<file path="src/rtl/draw_wburst.sv">
// AXI4 write-burst engine: splits a span (start address + word count) into
// bursts bounded by C_MAX_BURST beats and 4 KB pages, one burst in flight.
module draw_wburst #(
  parameter int C_M_AXI_ADDR_WIDTH = 32,
  parameter int C_M_AXI_DATA_WIDTH = 32,
  parameter int C_MAX_BURST        = 16
) (
  input  logic                              ACLK,
  input  logic                              ARESETN,
  input  logic                              REQ_VALID,
  output logic                              REQ_READY,
  input  logic [C_M_AXI_ADDR_WIDTH-1:0]     REQ_ADDR,
  input  logic [11:0]                       REQ_WORDS,
  input  logic                              DIN_VALID,
  output logic                              DIN_READY,
  input  logic [C_M_AXI_DATA_WIDTH-1:0]     DIN_DATA,
  input  logic [C_M_AXI_DATA_WIDTH/8-1:0]   DIN_STRB,
  output logic [C_M_AXI_ADDR_WIDTH-1:0]     M_AXI_AWADDR,
  output logic [7:0]                        M_AXI_AWLEN,
  output logic                              M_AXI_AWVALID,
  input  logic                              M_AXI_AWREADY,
  output logic [C_M_AXI_DATA_WIDTH-1:0]     M_AXI_WDATA,
  output logic [C_M_AXI_DATA_WIDTH/8-1:0]   M_AXI_WSTRB,
  output logic                              M_AXI_WLAST,
  output logic                              M_AXI_WVALID,
  input  logic                              M_AXI_WREADY,
  input  logic [1:0]                        M_AXI_BRESP,
  input  logic                              M_AXI_BVALID,
  output logic                              M_AXI_BREADY,
  output logic                              BUSY,
  output logic                              DONE,
  output logic                              ERR
);
  localparam int AW = C_M_AXI_ADDR_WIDTH;

  typedef enum logic [2:0] {S_IDLE, S_ADDR, S_DATA, S_RESP, S_FIN} state_t;

  state_t        state_q, state_d;
  logic [AW-1:0] addr_q, addr_d;
  logic [11:0]   rem_q, rem_d;
  logic [10:0]   blen_q, blen_d;
  logic [8:0]    beat_q, beat_d;
  logic [AW-1:0] awaddr_q, awaddr_d;
  logic [7:0]    awlen_q, awlen_d;
  logic          err_q, err_d;

  logic [AW-1:0] req_aligned, next_addr;
  logic [11:0]   next_rem;
  logic [10:0]   blen_n;
  logic          w_hs;

  // Beats allowed from a word index within the 4 KB page: min(rem, max, room).
  function automatic logic [10:0] calc_blen(input logic [9:0] widx, input logic [11:0] rem);
    logic [10:0] room, cap;
    room = 11'd1024 - {1'b0, widx};
    cap  = (rem > 12'(C_MAX_BURST)) ? 11'(C_MAX_BURST) : rem[10:0];
    return (cap < room) ? cap : room;
  endfunction

  assign req_aligned = REQ_ADDR & {{(AW-2){1'b1}}, 2'b00};
  assign next_addr   = addr_q + {{(AW-13){1'b0}}, blen_q, 2'b00};
  assign next_rem    = rem_q - {1'b0, blen_q};
  assign w_hs        = (state_q == S_DATA) && DIN_VALID && M_AXI_WREADY;

  always_comb begin
    state_d  = state_q;
    addr_d   = addr_q;
    rem_d    = rem_q;
    blen_d   = blen_q;
    beat_d   = beat_q;
    awaddr_d = awaddr_q;
    awlen_d  = awlen_q;
    err_d    = err_q;
    blen_n   = '0;
    case (state_q)
      S_IDLE: if (REQ_VALID) begin
        addr_d = req_aligned;
        rem_d  = REQ_WORDS;
        err_d  = 1'b0;
        if (REQ_WORDS == 12'd0) state_d = S_FIN;
        else begin
          blen_n   = calc_blen(req_aligned[11:2], REQ_WORDS);
          blen_d   = blen_n;
          awaddr_d = req_aligned;
          awlen_d  = blen_n[7:0] - 8'd1;
          state_d  = S_ADDR;
        end
      end
      S_ADDR: if (M_AXI_AWREADY) begin
        beat_d  = blen_q[8:0];
        state_d = S_DATA;
      end
      S_DATA: if (w_hs) begin
        beat_d = beat_q - 9'd1;
        if (beat_q == 9'd1) state_d = S_RESP;
      end
      S_RESP: if (M_AXI_BVALID) begin
        // SLVERR and DECERR both count; the span carries on regardless.
        err_d  = err_q | (M_AXI_BRESP >= 2'b10);
        addr_d = next_addr;
        rem_d  = next_rem;
        if (next_rem != 12'd0) begin
          blen_n   = calc_blen(next_addr[11:2], next_rem);
          blen_d   = blen_n;
          awaddr_d = next_addr;
          awlen_d  = blen_n[7:0] - 8'd1;
          state_d  = S_ADDR;
        end else state_d = S_FIN;
      end
      S_FIN:   state_d = S_IDLE;
      default: state_d = S_IDLE;
    endcase
  end

  always_ff @(posedge ACLK or negedge ARESETN) begin
    if (!ARESETN) begin
      state_q  <= S_IDLE;
      addr_q   <= '0;
      rem_q    <= '0;
      blen_q   <= '0;
      beat_q   <= '0;
      awaddr_q <= '0;
      awlen_q  <= '0;
      err_q    <= 1'b0;
    end else begin
      state_q  <= state_d;
      addr_q   <= addr_d;
      rem_q    <= rem_d;
      blen_q   <= blen_d;
      beat_q   <= beat_d;
      awaddr_q <= awaddr_d;
      awlen_q  <= awlen_d;
      err_q    <= err_d;
    end
  end

  assign REQ_READY     = (state_q == S_IDLE);
  assign BUSY          = (state_q != S_IDLE);
  assign DONE          = (state_q == S_FIN);
  assign M_AXI_AWVALID = (state_q == S_ADDR);
  assign M_AXI_BREADY  = (state_q == S_RESP);
  assign M_AXI_AWADDR  = awaddr_q;
  assign M_AXI_AWLEN   = awlen_q;
  assign ERR           = err_q;

  // W is a pure pass-through of the pixel stream while in DATA.
  assign M_AXI_WVALID  = (state_q == S_DATA) && DIN_VALID;
  assign DIN_READY     = (state_q == S_DATA) && M_AXI_WREADY;
  assign M_AXI_WDATA   = DIN_DATA;
  assign M_AXI_WSTRB   = DIN_STRB;
  assign M_AXI_WLAST   = (state_q == S_DATA) && (beat_q == 9'd1);
endmodule

</file>
<file path="config.mk">
export PLATFORM = sky130hd
export DESIGN_NAME = draw_wburst
export DESIGN_NICKNAME = d
export VERILOG_FILES = /design/src/rtl/draw_wburst.sv
export SDC_FILE = /design/constraint.sdc
export NUM_CORES = 1
export LEC_CHECK = 0
export CAP_MARGIN = 10
export CORE_ASPECT_RATIO = 1.2
export CORE_UTILIZATION = 52
export DETAILED_ROUTE_END_ITERATION = 8
export PLACE_DENSITY = 0.84
export SLEW_MARGIN = 20
export SYNTH_ARGS = -nofsm -noshare
export SYNTH_HDL_FRONTEND = slang
export SYNTH_SLANG_ARGS = --single-unit
</file>
<file path="constraint.sdc">
create_clock -name ACLK -period 5.4 [get_ports ACLK]
set_input_delay 1.35 -clock ACLK [delete_from_list [all_inputs] [get_ports ACLK]]
set_output_delay 1.35 -clock ACLK [all_outputs]
set_load 0.1 [all_outputs]
</file>
==> reports/results.txt <==
nature of the critical path endpoint: register
main flop type after synthesis: dfrtp_1
chip height: 137.3 µm
vias: 7342
n_diodes: 0
Setup Skew: 0.009630 ns
Worst-Margin Slew: 1.014 ns
critical path peak fanout: 9
Total Routing Usage GR: 28.79%
initial antenna violation count: 0
largest net degree at the start of global routing: 60
CTS H-tree lvls: 3
setup violators final: 0
post-route ant nets: 0
Die W: 114.7 µm
CTS buffer count: 9
Post-synth EDFFs: 0
maximum root-to-sink buffer count: 2
layout cells sized above 1: 12.30%
post-synth top area share: 34.09%
WL final: 22080 µm
Routed WL per cell: 17.98 µm
Placer Congestion: 0.9660
drt pass-1 iters: 5
Worst-path clk slew: 0.08 ns
max_cap viols: 0
syn avg cell area: 8.488 µm²
die area: 15750 µm²
Pins Over Slew Limit: 0
Top Ports: 174
Setup CP Type: register to register
ys async rst share: 100.0%
Fmax: 191.3 MHz
port buffer count: 98
Critical Path RT: 5.65 ns
Worst Hold Class: register to register
total grt overflow: 0
final net count: 1157
Starting Density: 52.99%
clock root cell: clkbuf_16
Core ar.: 14960 µm²
Residual DRC: 0
Ys Warns: 0
gate count of the mapped netlist: 934
vias in the first global route: 6891
fin util: 63.40%
clk sinks: 108
result of the run: completed
dpl hpwl: 16010 µm
first-pass GRT wire length: 34780 µm
Netlist Area Pre-Place: 7928 µm²
Worst slew margin: 32.21%
post-synthesis sequential area ratio: 34.09%
top post-synthesis cells by area: dfrtp_1 34%, ha_1 7.4%, o21ai_0 5.4%
Clock Latency Late Sink: 0.37 ns
Post-CTS Hold Buffers: 0
final hold violations: 0
final cycle utilization of the critical path: 96.80%
Vias/cell: 5.979
fin crit period: 5.227 ns
CP arrival: 5.48 ns
Cell variety after synth: 83
Area growth syn-to-layout: 19.63%
Starting DRT DRC Count: 560
critical path launch point type: register
cell taking the most area after synthesis: dfrtp_1
CTS tree: built
synthesized flop and latch total: 108
Rows: 49
==> placed cells by master, fill, tap and decap left out, drive strengths merged, types with 6 or more instances in the layout <==
| cell type | synthesis | layout |
|---|---|---|
| xnor2 | 29 | 29 |
| ha | 47 | 47 |
| and3 | 15 | 15 |
| a211oi | 10 | 10 |
| a21o | 7 | 7 |
| inv | 36 | 37 |
| a211o | 6 | 6 |
| a31oi | 11 | 11 |
| mux2i | 10 | 10 |
| a21oi | 64 | 64 |
| nand2 | 88 | 88 |
| xor2 | 20 | 20 |
| a22oi | 9 | 9 |
| nor3b | 6 | 6 |
| nor4 | 6 | 6 |
| o22ai | 10 | 10 |
| o22a | 10 | 10 |
| buf | 46 | 47 |
| dfrtp | 108 | 108 |
| clkdlybuf4s50 | 0 | 94 |
| o31ai | 10 | 10 |
| nor2b | 7 | 7 |
| nor3 | 20 | 20 |
| nor2 | 99 | 99 |
| and2 | 6 | 6 |
| nand4 | 13 | 13 |
| o21ai | 96 | 96 |
| conb | 1 | 12 |
| nand3 | 25 | 25 |
| clkbuf | 34 | 11 |
| o21a | 7 | 7 |
| mux2 | 13 | 13 |
==> cells in the mapped netlist, types with 9 or more instances <==
| cell type | instances |
|---|---|
| a22oi_1 | 9 |
| o22a_1 | 9 |
| and3_1 | 14 |
| buf_4 | 38 |
| mux2i_1 | 10 |
| nand2_1 | 87 |
| clkbuf_1 | 31 |
| xor2_1 | 20 |
| o21ai_1 | 10 |
| nor2_1 | 98 |
| ha_1 | 47 |
| o22ai_1 | 9 |
| a21oi_1 | 64 |
| nand4_1 | 13 |
| a211oi_1 | 10 |
| nand3_1 | 25 |
| xnor2_1 | 29 |
| dfrtp_1 | 108 |
| inv_1 | 36 |
| nor3_1 | 19 |
| o31ai_1 | 9 |
| a31oi_1 | 11 |
| o21ai_0 | 86 |
==> registers in the layout, indices dropped and copies added (netlist names) <==
register / flops
M_AXI_AWADDR: 32
addr_q: 32
rem_q: 12
blen_q: 11
beat_q: 9
M_AXI_AWLEN: 8
state_q: 3
ERR: 1
==> worst paths after layout <==
kind                                                   from                           to  slack, ns  depth (start not counted)
worst max-delay path                  blen_q[0]$_DFFE_PN0P_   M_AXI_AWLEN[7]$_DFFE_PN0P_       0.17                         22
min in group asynchronous                           ARESETN        beat_q[4]$_DFFE_PN0P_       1.06                          1
worst min-delay path            M_AXI_AWADDR[0]$_DFFE_PN0P_  M_AXI_AWADDR[0]$_DFFE_PN0P_       0.48                          2
worst max register to register        blen_q[0]$_DFFE_PN0P_   M_AXI_AWLEN[7]$_DFFE_PN0P_       0.17                         22
max in group asynchronous                           ARESETN        blen_q[1]$_DFFE_PN0P_       3.14                          2
worst min register to register  M_AXI_AWADDR[0]$_DFFE_PN0P_  M_AXI_AWADDR[0]$_DFFE_PN0P_       0.48                          2
==> what timing repair did <==
item,CTS,global route
setup buffers,0,4
pin swaps,0,9
cloned,0,1
gates resized for setup,3,33
endpoints found under the setup margin,6,7
endpoints found under the hold margin,0,0
==> cells by family (layout without fill, tap and decap cells) <==
| logic type | count (synthesis) | count (layout) | share of synthesized area (%) |
|---|---|---|---|
| simple gates | 313 | 313 | 19.08 |
| compound gates | 275 | 275 | 22.32 |
| buf+inv | 116 | 195 | 8.018 |
| flops | 108 | 108 | 34.09 |
| fa+ha+maj | 49 | 49 | 7.923 |
| xor+xnor | 49 | 49 | 5.413 |
| mux | 23 | 23 | 3.109 |
| other cells | 1 | 12 | 0.04730 |
==> routing by layer <==
metal  track usage (%)  part of all wire [%]
met2             47.95                    49
met3             4.839                   6.2
met4             18.90                   5.4
met1             34.42                    40
met5                 0                     0
==> critical path: stages (launching register included) <==
cell,delay [ns]
dfrtp_2,0.45
ha_1,0.22
fa_1,0.41
nand2b_1,0.22
a21oi_2,0.16
o21ai_0,0.15
a2111o_1,0.45
a221oi_4,0.25
buf_6,0.18
nand4b_1,0.16
inv_1,0.14
ha_1,0.18
o21ai_0,0.10
a2111oi_1,0.41
nor2_1,0.12
buf_4,0.17
nor2_4,0.17
and3_1,0.21
nand4_1,0.12
o211a_4,0.20
nor4b_4,0.35
a311o_1,0.22
nand3_1,0.07
==> metrics by stage <==
stage	TNS, ns	cell area, µm²	cells	hold slack, ns	setup WS (ns)
3_3_place_gp	-0.5204	8997	1206	0.4642	-0.1701
5_1_grt	-0.008593	9484	1228	0.5051	-0.006066
6_report	0	9484	1228	0.4845	0.1726
4_1_cts	0	9308	1222	0.4873	0.005927
2_1_floorplan	0	7969	945	0.4563	0.2606
3_5_place_dp	-0.9164	8997	1206	0.4701	-0.2379
==> area by class of cell <==
| type | instances | area, µm² |
|---|---|---|
| Clock buffer | 10 | 229.0 |
| Clock inverter | 6 | 72.57 |
| Fill cell | 1272 | 5475 |
| Inverter | 36 | 135.1 |
| Multi-Input combinational cell | 721 | 4767 |
| Sequential cell | 108 | 2705 |
| Tap cell | 204 | 255.2 |
| Timing Repair Buffer | 143 | 1320 |
Power of run 1 is not shown: default switching activity piles up to over one toggle a cycle in this logic, so the estimate is an artifact.
